**src/rtl/prio_enc_scan_pkg.sv**
```systemverilog
// Purpose : Shared constants and helpers for the prio_enc_scan display encoder.
//           Holds the active-low 7-segment patterns (bit0..6 = a..g, bit7 = dp)
//           and the function deriving the encoded index width.
// Ports   : none (package).
package prio_enc_scan_pkg;

    localparam logic [7:0] SEG_BLANK = 8'hFF;
    localparam logic [7:0] SEG_DASH  = 8'hBF;

    // Hex glyphs 0-F, active-low, dp off.
    localparam logic [7:0] SEG_HEX [16] = '{
        8'hC0, 8'hF9, 8'hA4, 8'hB0, 8'h99, 8'h92, 8'h82, 8'hF8,
        8'h80, 8'h90, 8'h88, 8'h83, 8'hC6, 8'hA1, 8'h86, 8'h8E
    };

    // Bits needed to hold an index 0..n-1 (at least 1).
    function automatic int code_width(input int n);
        int w;
        w = 1;
        while ((1 << w) < n) w++;
        return w;
    endfunction

endpackage

```
**src/rtl/prio_enc_scan_seg_hex.sv**
```systemverilog
// Purpose : Combinational 4-bit to 7-segment active-low decoder (dp off).
// Ports   : i_nib - hex digit to show
//           o_seg - active-low segment pattern, bit7 (dp) always 1
module prio_enc_scan_seg_hex
    import prio_enc_scan_pkg::*;
(
    input  logic [3:0] i_nib,
    output logic [7:0] o_seg
);

    assign o_seg = SEG_HEX[i_nib];

endmodule

```
**src/rtl/prio_enc_scan.sv**
```systemverilog
// Purpose : Registered N-input priority encoder with enable, hold and a
//           change-detect pulse, driving a scanned multi-digit hex display.
// Ports   : i_clk   - system clock, rising edge
//           i_rst_n - asynchronous active-low reset
//           i_code  - request lines, bit k = request k
//           i_en    - encoder enable
//           i_hold  - freeze the registered result (overrides i_en)
//           o_code  - index of the highest set request bit
//           o_valid - enabled and at least one request set
//           o_chg   - one-cycle pulse when {o_valid,o_code} changes
//           o_seg   - active-low segments, bit0..6 = a..g, bit7 = dp
//           o_an    - active-low one-hot digit select
module prio_enc_scan
    import prio_enc_scan_pkg::*;
#(
    parameter int N_IN     = 16,
    parameter int N_DIG    = 2,
    parameter int SCAN_DIV = 50000
) (
    input  logic                            i_clk,
    input  logic                            i_rst_n,
    input  logic [N_IN-1:0]                 i_code,
    input  logic                            i_en,
    input  logic                            i_hold,
    output logic [code_width(N_IN)-1:0]     o_code,
    output logic                            o_valid,
    output logic                            o_chg,
    output logic [7:0]                      o_seg,
    output logic [N_DIG-1:0]                o_an
);

    localparam int W_CODE = code_width(N_IN);
    localparam int DIV_W  = (SCAN_DIV > 1) ? $clog2(SCAN_DIV) : 1;
    localparam int DIG_W  = (N_DIG > 1) ? $clog2(N_DIG) : 1;

    logic [W_CODE-1:0]   r_code;
    logic                r_valid;
    logic                r_chg;
    logic [DIV_W-1:0]    r_div;
    logic [DIG_W-1:0]    r_dig;
    logic [7:0]          r_seg;
    logic [N_DIG-1:0]    r_an;

    logic [W_CODE-1:0]   w_idx;
    logic                w_any;
    logic [W_CODE-1:0]   w_code_nxt;
    logic                w_valid_nxt;
    logic [4*N_DIG-1:0]  w_code_ext;
    logic [3:0]          w_nib;
    logic [7:0]          w_hex;
    logic [7:0]          w_seg;
    logic [N_DIG-1:0]    w_an;

    // Ascending scan: the last (highest) set bit overwrites lower ones.
    always_comb begin
        w_idx = '0;
        for (int k = 0; k < N_IN; k++) begin
            if (i_code[k]) w_idx = W_CODE'(k);
        end
    end

    assign w_any = |i_code;

    always_comb begin
        w_code_nxt  = r_code;
        w_valid_nxt = r_valid;
        if (!i_hold) begin
            w_code_nxt  = i_en ? w_idx : '0;
            w_valid_nxt = i_en & w_any;
        end
    end

    always_ff @(posedge i_clk or negedge i_rst_n) begin
        if (!i_rst_n) begin
            r_code  <= '0;
            r_valid <= 1'b0;
            r_chg   <= 1'b0;
        end else begin
            r_code  <= w_code_nxt;
            r_valid <= w_valid_nxt;
            // While held the next value equals the current one, so no pulse.
            r_chg   <= {w_valid_nxt, w_code_nxt} != {r_valid, r_code};
        end
    end

    // Free-running digit scan.
    always_ff @(posedge i_clk or negedge i_rst_n) begin
        if (!i_rst_n) begin
            r_div <= '0;
            r_dig <= '0;
        end else if (r_div == DIV_W'(SCAN_DIV - 1)) begin
            r_div <= '0;
            r_dig <= (r_dig == DIG_W'(N_DIG - 1)) ? '0 : r_dig + DIG_W'(1);
        end else begin
            r_div <= r_div + DIV_W'(1);
        end
    end

    always_comb begin
        w_code_ext                = '0;
        w_code_ext[W_CODE-1:0]    = r_code;
    end

    assign w_nib = w_code_ext[4*r_dig +: 4];

    prio_enc_scan_seg_hex u_seg_hex (
        .i_nib (w_nib),
        .o_seg (w_hex)
    );

    always_comb begin
        if (!r_valid) begin
            w_seg = SEG_DASH;
        end else if (r_dig == '0) begin
            w_seg = w_hex & 8'h7F;   // dp marks the least significant digit
        end else begin
            w_seg = w_hex;
        end
        w_an        = '1;
        w_an[r_dig] = 1'b0;
    end

    // Segment and anode registered on the same edge to avoid ghosting.
    always_ff @(posedge i_clk or negedge i_rst_n) begin
        if (!i_rst_n) begin
            r_seg <= SEG_DASH;
            r_an  <= {{(N_DIG-1){1'b1}}, 1'b0};
        end else begin
            r_seg <= w_seg;
            r_an  <= w_an;
        end
    end

    assign o_code  = r_code;
    assign o_valid = r_valid;
    assign o_chg   = r_chg;
    assign o_seg   = r_seg;
    assign o_an    = r_an;

endmodule

```
**config.mk**
```make
export PLATFORM = sky130hd
export DESIGN_NAME = prio_enc_scan
export DESIGN_NICKNAME = d
export VERILOG_FILES = /design/src/rtl/prio_enc_scan_pkg.sv /design/src/rtl/prio_enc_scan_seg_hex.sv /design/src/rtl/prio_enc_scan.sv
export SDC_FILE = /design/constraint.sdc
export NUM_CORES = 1
export LEC_CHECK = 0
export ABC_AREA = 1
export CAP_MARGIN = 20
export CORE_ASPECT_RATIO = 1.5
export CORE_MARGIN = 3
export CORE_UTILIZATION = 50
export CTS_BUF_LIST = sky130_fd_sc_hd__clkbuf_4 sky130_fd_sc_hd__clkbuf_8
export CTS_CLUSTER_SIZE = 8
export DETAILED_ROUTE_END_ITERATION = 7
export PLACE_DENSITY_LB_ADDON = 0.2
export SLEW_MARGIN = 20
export SYNTH_ARGS = -nofsm -noshare
export SYNTH_HDL_FRONTEND = slang
export SYNTH_SLANG_ARGS = --single-unit
```
**constraint.sdc**
```tcl
create_clock -name i_clk -period 2 [get_ports i_clk]
set_clock_uncertainty 0.05 [all_clocks]
set_input_delay 0.4 -clock i_clk [delete_from_list [all_inputs] [get_ports i_clk]]
set_output_delay 0.4 -clock i_clk [all_outputs]
set_load 0.005 [all_outputs]
```
==> After elaboration in Yosys (flattened, before gate mapping) <==
Memory sizes are Yosys's and may differ from the RTL's.
Cells that the tools add are included.
{ "totals": {"ff_bits": 33, "mem_count": 1, "input_bits": 20, "rom_bits": 128, "elab_cells": 47, "ramBits": 0, "latch_bits": 0, "output_inout_bits": 16} }
{ "classes": {"n_div": 0, "reduce_logical": 2, "n_mul": 0, "eq_ne": 2, "n_addsub": 2, "magnitude_cmp": 3, "n_mux": 26, "shift": 1, "bitwise": 3} }
{ "mem_list": {"columns": ["memory", "depth", "word_bits", "read_ports", "rd_clocked_by_memory_dff", "wr", "line", "rtl"], "rows": [
  ["(name not given)", 16, 8, 1, 0, 0, "prio_enc_scan_seg_hex.sv:11", "assign o_seg = SEG_HEX[i_nib];"]
]} }
{ "op_table": {"columns": ["operator", "n"], "rows": [
  ["two-way mux 4 bit", 11],
  ["two-way mux 8 bit", 4],
  ["adder 16 x 1 -> 16 bit (second input constant)", 1],
  ["equality test 16 bit (second input constant)", 1],
  ["two-way mux 16 bit", 1],
  ["OR reduction 16 bit", 1],
  ["two-way mux 3 bit", 3],
  ["indexed part select 8 x 4 -> 4 bit", 1],
  ["greater-or-equal comparator 5 bit (second input constant)", 1],
  ["!= test 5 bit", 1],
  ["inverter 4 -> 5 bit", 1],
  ["two-way mux 1 bit", 4],
  ["two-way mux 2 bit", 2],
  ["< comparator 1 x 2 -> 1 bit (second input constant)", 1],
  ["inverter 2 bit", 1],
  ["adder 1 bit (second input constant)", 1],
  ["AND 1 bit", 1],
  ["demux 1 bit (select 1 bit)", 1],
  ["greater-or-equal comparator 1 bit (second input constant)", 1],
  ["logical AND 1 bit", 1]
]} }

==> Logic depth before layout (Yosys ltp) <==
{ "logic_depth": {"depth_word": 18, "ltp_mapped": 19, "ltp_nobuf": 19} }

==> Cells and area by module <==
Synthesis repeated with hierarchy kept, for this count alone.
{ "unflattened": {"hier_cells": 256, "hier_area_um2": 1955.6} }
{ "by_module_without_submodules": {"columns": ["mod", "seq_area_each_um2", "n_inst", "cells_per_inst", "area_each_um2"], "rows": [
  ["prio_enc_scan", 835.8, 1, 205, 1670.4],
  ["prio_enc_scan_seg_hex", 0.0, 1, 51, 285.3]
]} }

==> Worst setup path after synthesis <==
OpenSTA, ideal clock, no wires.
{ "synth_timing": {"path_type": "register to register", "start": "reg r_div[0]", "end": "reg r_div[12]", "setup_time_ns": 0.118, "path_stages_with_launch": 13, "required_time_ns": 1.832, "path_slack_ns": 0.310, "path_buffers": 0, "synth_period_minus_slack_ns": 1.690, "t_arrival_ns": 1.522, "cell_sequence": "dfrtp_1 -> ha_1 -> nand3_1 -> inv_2 -> nand2_1 -> nor2_2 -> nand2_1 -> nor2_1 -> nand2_1 -> nor2_1 -> nand2_1 -> xor2_1 -> inv_1"} }
{ "synth_via": {"elab_chain_len": 2, "elab_cells_between_ends": 3, "classes_between": "add/sub: 1; eq/ne: 1; mux: 1"} }
{ "synth_rtl": {"columns": ["element", "line", "rtl"], "rows": [
  ["from (decl)", "prio_enc_scan.sv:39", "logic [DIV_W-1:0] r_div;"],
  ["from (signal assigned)", "prio_enc_scan.sv:95", "r_div <= r_div + DIV_W'(1);"],
  ["adder 16 x 1 -> 16 bit / equality test 16 bit (equally long branches)", "prio_enc_scan.sv:95, prio_enc_scan.sv:91", null],
  ["two-way mux 16 bit (*)", "prio_enc_scan.sv:91", "end else if (r_div == DIV_W'(SCAN_DIV - 1)) begin"]
]} }
Mark *: on every way between the ends. The rest lies on a longest branch, timed or not.
A chain may end at the register's enable or synchronous reset.

==> Worst setup path after layout <==
{ "layout_timing": {"start": "in i_code[14]", "end": "reg r_chg (netlist: o_chg)"} }
{ "layout_via": {"elab_cells_between_ends": 8, "classes_between": "eq/ne: 1; mux: 5; bitwise: 1; reduce/logical: 1"} }
{ "layout_rtl": {"columns": ["element", "line", "rtl"], "rows": [
  ["from (decl)", "prio_enc_scan.sv:22", "input logic [N_IN-1:0] i_code,"],
  ["OR reduction 16 bit", "prio_enc_scan.sv:62", "assign w_any = |i_code;"],
  ["AND 1 bit", "prio_enc_scan.sv:69", "w_valid_nxt = i_en & w_any;"],
  ["two-way mux 1 bit", "prio_enc_scan.sv:67", "if (!i_hold) begin"],
  ["named net w_valid_nxt", "prio_enc_scan.sv:47", "logic w_valid_nxt;"],
  ["!= test 5 bit", "prio_enc_scan.sv:82", "r_chg <= {w_valid_nxt, w_code_nxt} != {r_valid, r_code};"],
  ["to (signal assigned)", "prio_enc_scan.sv:82", null],
  ["to (decl)", "prio_enc_scan.sv:38", "logic r_chg;"]
]} }
The timed path passes the listed nets, and every way through them passes these cells.

==> metrics <==
largest family of logic cells by synthesized area=simple AND/OR/NAND/NOR gates; IO Count=36; worst slew pin tran=0.4243 ns; sw frac=23.43%; commonest non-fill, non-tap cell in the layout=inv_1; global-route wire length before repair=6762 um; vias in the first global route=1690; hold slack=0.4672 ns; setup ws final=0.1602 ns; Final Net Count=326; Required @ worst endpoint=2.12 ns; worst skew pair latency=0.28 ns; fillers=260; register area share after synthesis=45.01%; most frequent cells in the layout=48 x inv_1, 45 x nand2_1, 28 x clkdlybuf4s50_1, 27 x nor2_1, 25 x dfrtp_1; P_int=1.294 mW; Die Span X=55.76 um; FMAX=543.5 MHz; Final Setup Violations=0; vias per inst=4.991; Lkg Pwr=1.324 nW; post-synthesis mux area share=0%; maximum clock insertion buffer count=2; initial DRC count=46; Pre-antenna DRT Iters=4; syn_area_per_cell=7.641 um2; clk root buf=clkbuf_8; number of buffers created by CTS=5; clock power share=38.4%; die area=4496 um2; P_sw=0.3961 mW; FP Rows=26; Die H=80.64 um; CTS tree=built; post-synthesis cell area=1857 um2; r2r endpoint=r_div[15]; Initial Util=53.34%; Area growth syn-to-layout=39.29%; final cell count without fillers=342; gpl congestion=0.8790; worst slack, placed=-0.1902 ns; # DRC=0; Distinct cells, synth=23; post-synthesis xor/xnor area fraction=3.302%; WL/cell=11.99 um; post-synthesis register bit count=33; CTS sink cnt=33; H-tree depth=2; Syn Nets=270; grt ovf=0; grt met3 use=3.698%; worst vdd ir=0.6516 mV; Worst setup SP type=input pin; Slowest Stage Delay on Critical Path=0.43 ns; reg-to-reg slack, setup=0.16 ns; Synth Area in Simple Gates=28.10%; element type at the critical path end=flip-flop; final hold violations=0; Final Max Tran Viols=0; Post-Synth Adder-Cell Area=4.717%; maxcap violations=0; Sequential Power Share=43.8%; Final ANT Viol Nets=0; global router's overall resource usage=19.41%; Comb power frac=17.8%; share of the clock period used by the worst path=91.99%; met1 Use GR=17.01%; final core utilization=74.30%; crit-path max FO=2; Vias=1707; R2R depth=11; ANT cells=0; antenna violations before repair=0; WS Path Type=in -> reg; crit path DAT=1.96 ns; Tmin final=1.840 ns; status=complete, no violations; Reg-to-Reg Start=r_div[0]; CP cell instances=clkdlybuf4s50_1 -> nor2_2 -> nand2_1 -> nor2_2 -> nor2_2 -> inv_1 -> o211ai_1 -> xor2_1 -> nand3_1 -> nor3_2 -> nand2_1 -> inv_1 -> nand2_1; met2 GRT Util=40.05%; DP Area=2337 um2; largest net degree at the start of global routing=34; Final Cell Area=2586 um2; layout cells sized above 1=19.33%; Slew HR=71.35%; post-DP HPWL=3111 um; RSZ-0062 raised after global routing=yes; GRT busiest layer=met2; Mapped Cells=243; Warnings, synthesis=0; CP max-delay cell=clkdlybuf4s50_1; Inst Count DP=330; worst min path class=in -> async; Power Density=653.6 nW/um2; Core Box Area=3481 um2; CTS clk-pin slew, worst paths=0.06 ns; final wirelength=4102 um; I/O Buffers=35; Synth Area in Compound Gates=8.693%
-- worst max path at each step --
stage,from,end,slack [ns],depth (start not counted)
final,i_code[14],o_chg,0.16,13
after global routing,r_div[0],r_div[15],-0.03,11
after CTS,r_div[1],r_div[12],0.05,12
after detailed placement,i_code[12],o_chg,-0.19,14
after global placement,i_code[12],o_chg,-0.13,14
after floorplan,r_div[0],r_div[12],0.31,12
-- power groups by stage --
stage | clock [mW] | sequential, mW | combinational, mW
2_1_floorplan | 0 | 0.750 | 0.123
5_1_grt | 0.697 | 0.744 | 0.335
6_report | 0.650 | 0.740 | 0.301
3_3_place_gp | 0 | 0.751 | 0.287
3_5_place_dp | 0 | 0.752 | 0.291
4_1_cts | 0.667 | 0.740 | 0.293
-- flip-flops by register name, summed over array words and instances (netlist names) --
name     flops
o_chg        1
o_an         2
o_valid      1
o_seg        8
r_dig        1
o_code       4
r_div       16
-- Yosys cell counts, drive strengths merged --
cell type	instances	area, um2
ha	7	87.58
xor2	7	61.31
nand4	7	50.05
nor3	2	10.01
o211ai	2	15.01
nand2	48	182.7
o311ai	1	8.760
clkbuf	1	5.000
inv	49	183.9
nor3b	1	7.510
dfrtp	25	625.6
a21oi	8	40.04
dfstp	8	210.2
nor2	41	171.4
a211oi	1	12.51
nand3	18	100.1
o21ai	17	85.08
-- worst max-delay path: cells and delay by family --
family	cells	cell delay, ns
AO/OA/AOI/OAI	1	0.12
XOR/XNOR	1	0.17
buffers and inverters	3	0.57
AND/OR/NAND/NOR	8	0.71
-- per-layer routing --
metal  wire (um)  up-vias
met1        1517      792
met5           0        -
met3         117        9
met2        2358       37
met4         109        0
li1            -      869
-- cells by family after synthesis --
kind of cell               count (synthesis)
DFF                                       33
buffers and inverters                     50
and+or+nand+nor                          117
AOI/OAI and AO/OA                         29
adders and majority gates                  7
xor gates and xnor gates                   7
-- through the flow --
| step | setup TNS, ns | power (mW) |
|---|---|---|
| after global placement | -0.1294 | 1.038 |
| after CTS | 0 | 1.701 |
| after global routing | -0.02689 | 1.775 |
| after floorplan | 0 | 0.8728 |
| after detailed placement | -0.1902 | 1.044 |
| final | 0 | 1.690 |
-- area by class of cell --
type	count	area [um2]	share of cell area, %
clock buffer	7	90.09	3.483
clock inverter	1	30.03	1.161
inverter	49	183.9	7.112
multi-input combinational	160	913.4	35.32
sequential	33	835.8	32.32
tap	42	52.55	2.032
timing repair buffer	50	480.5	18.58
-- what timing repair did --
item | 4_1_cts | 5_1_grt
hold buffers | 0 | 0
gates resized for setup | 0 | 30
setup buffers | 0 | 4
endpoints found under the hold margin | 0 | 0
setup endpoints to repair | 0 | 5
Note: power is estimated with default switching activity, not from simulation.
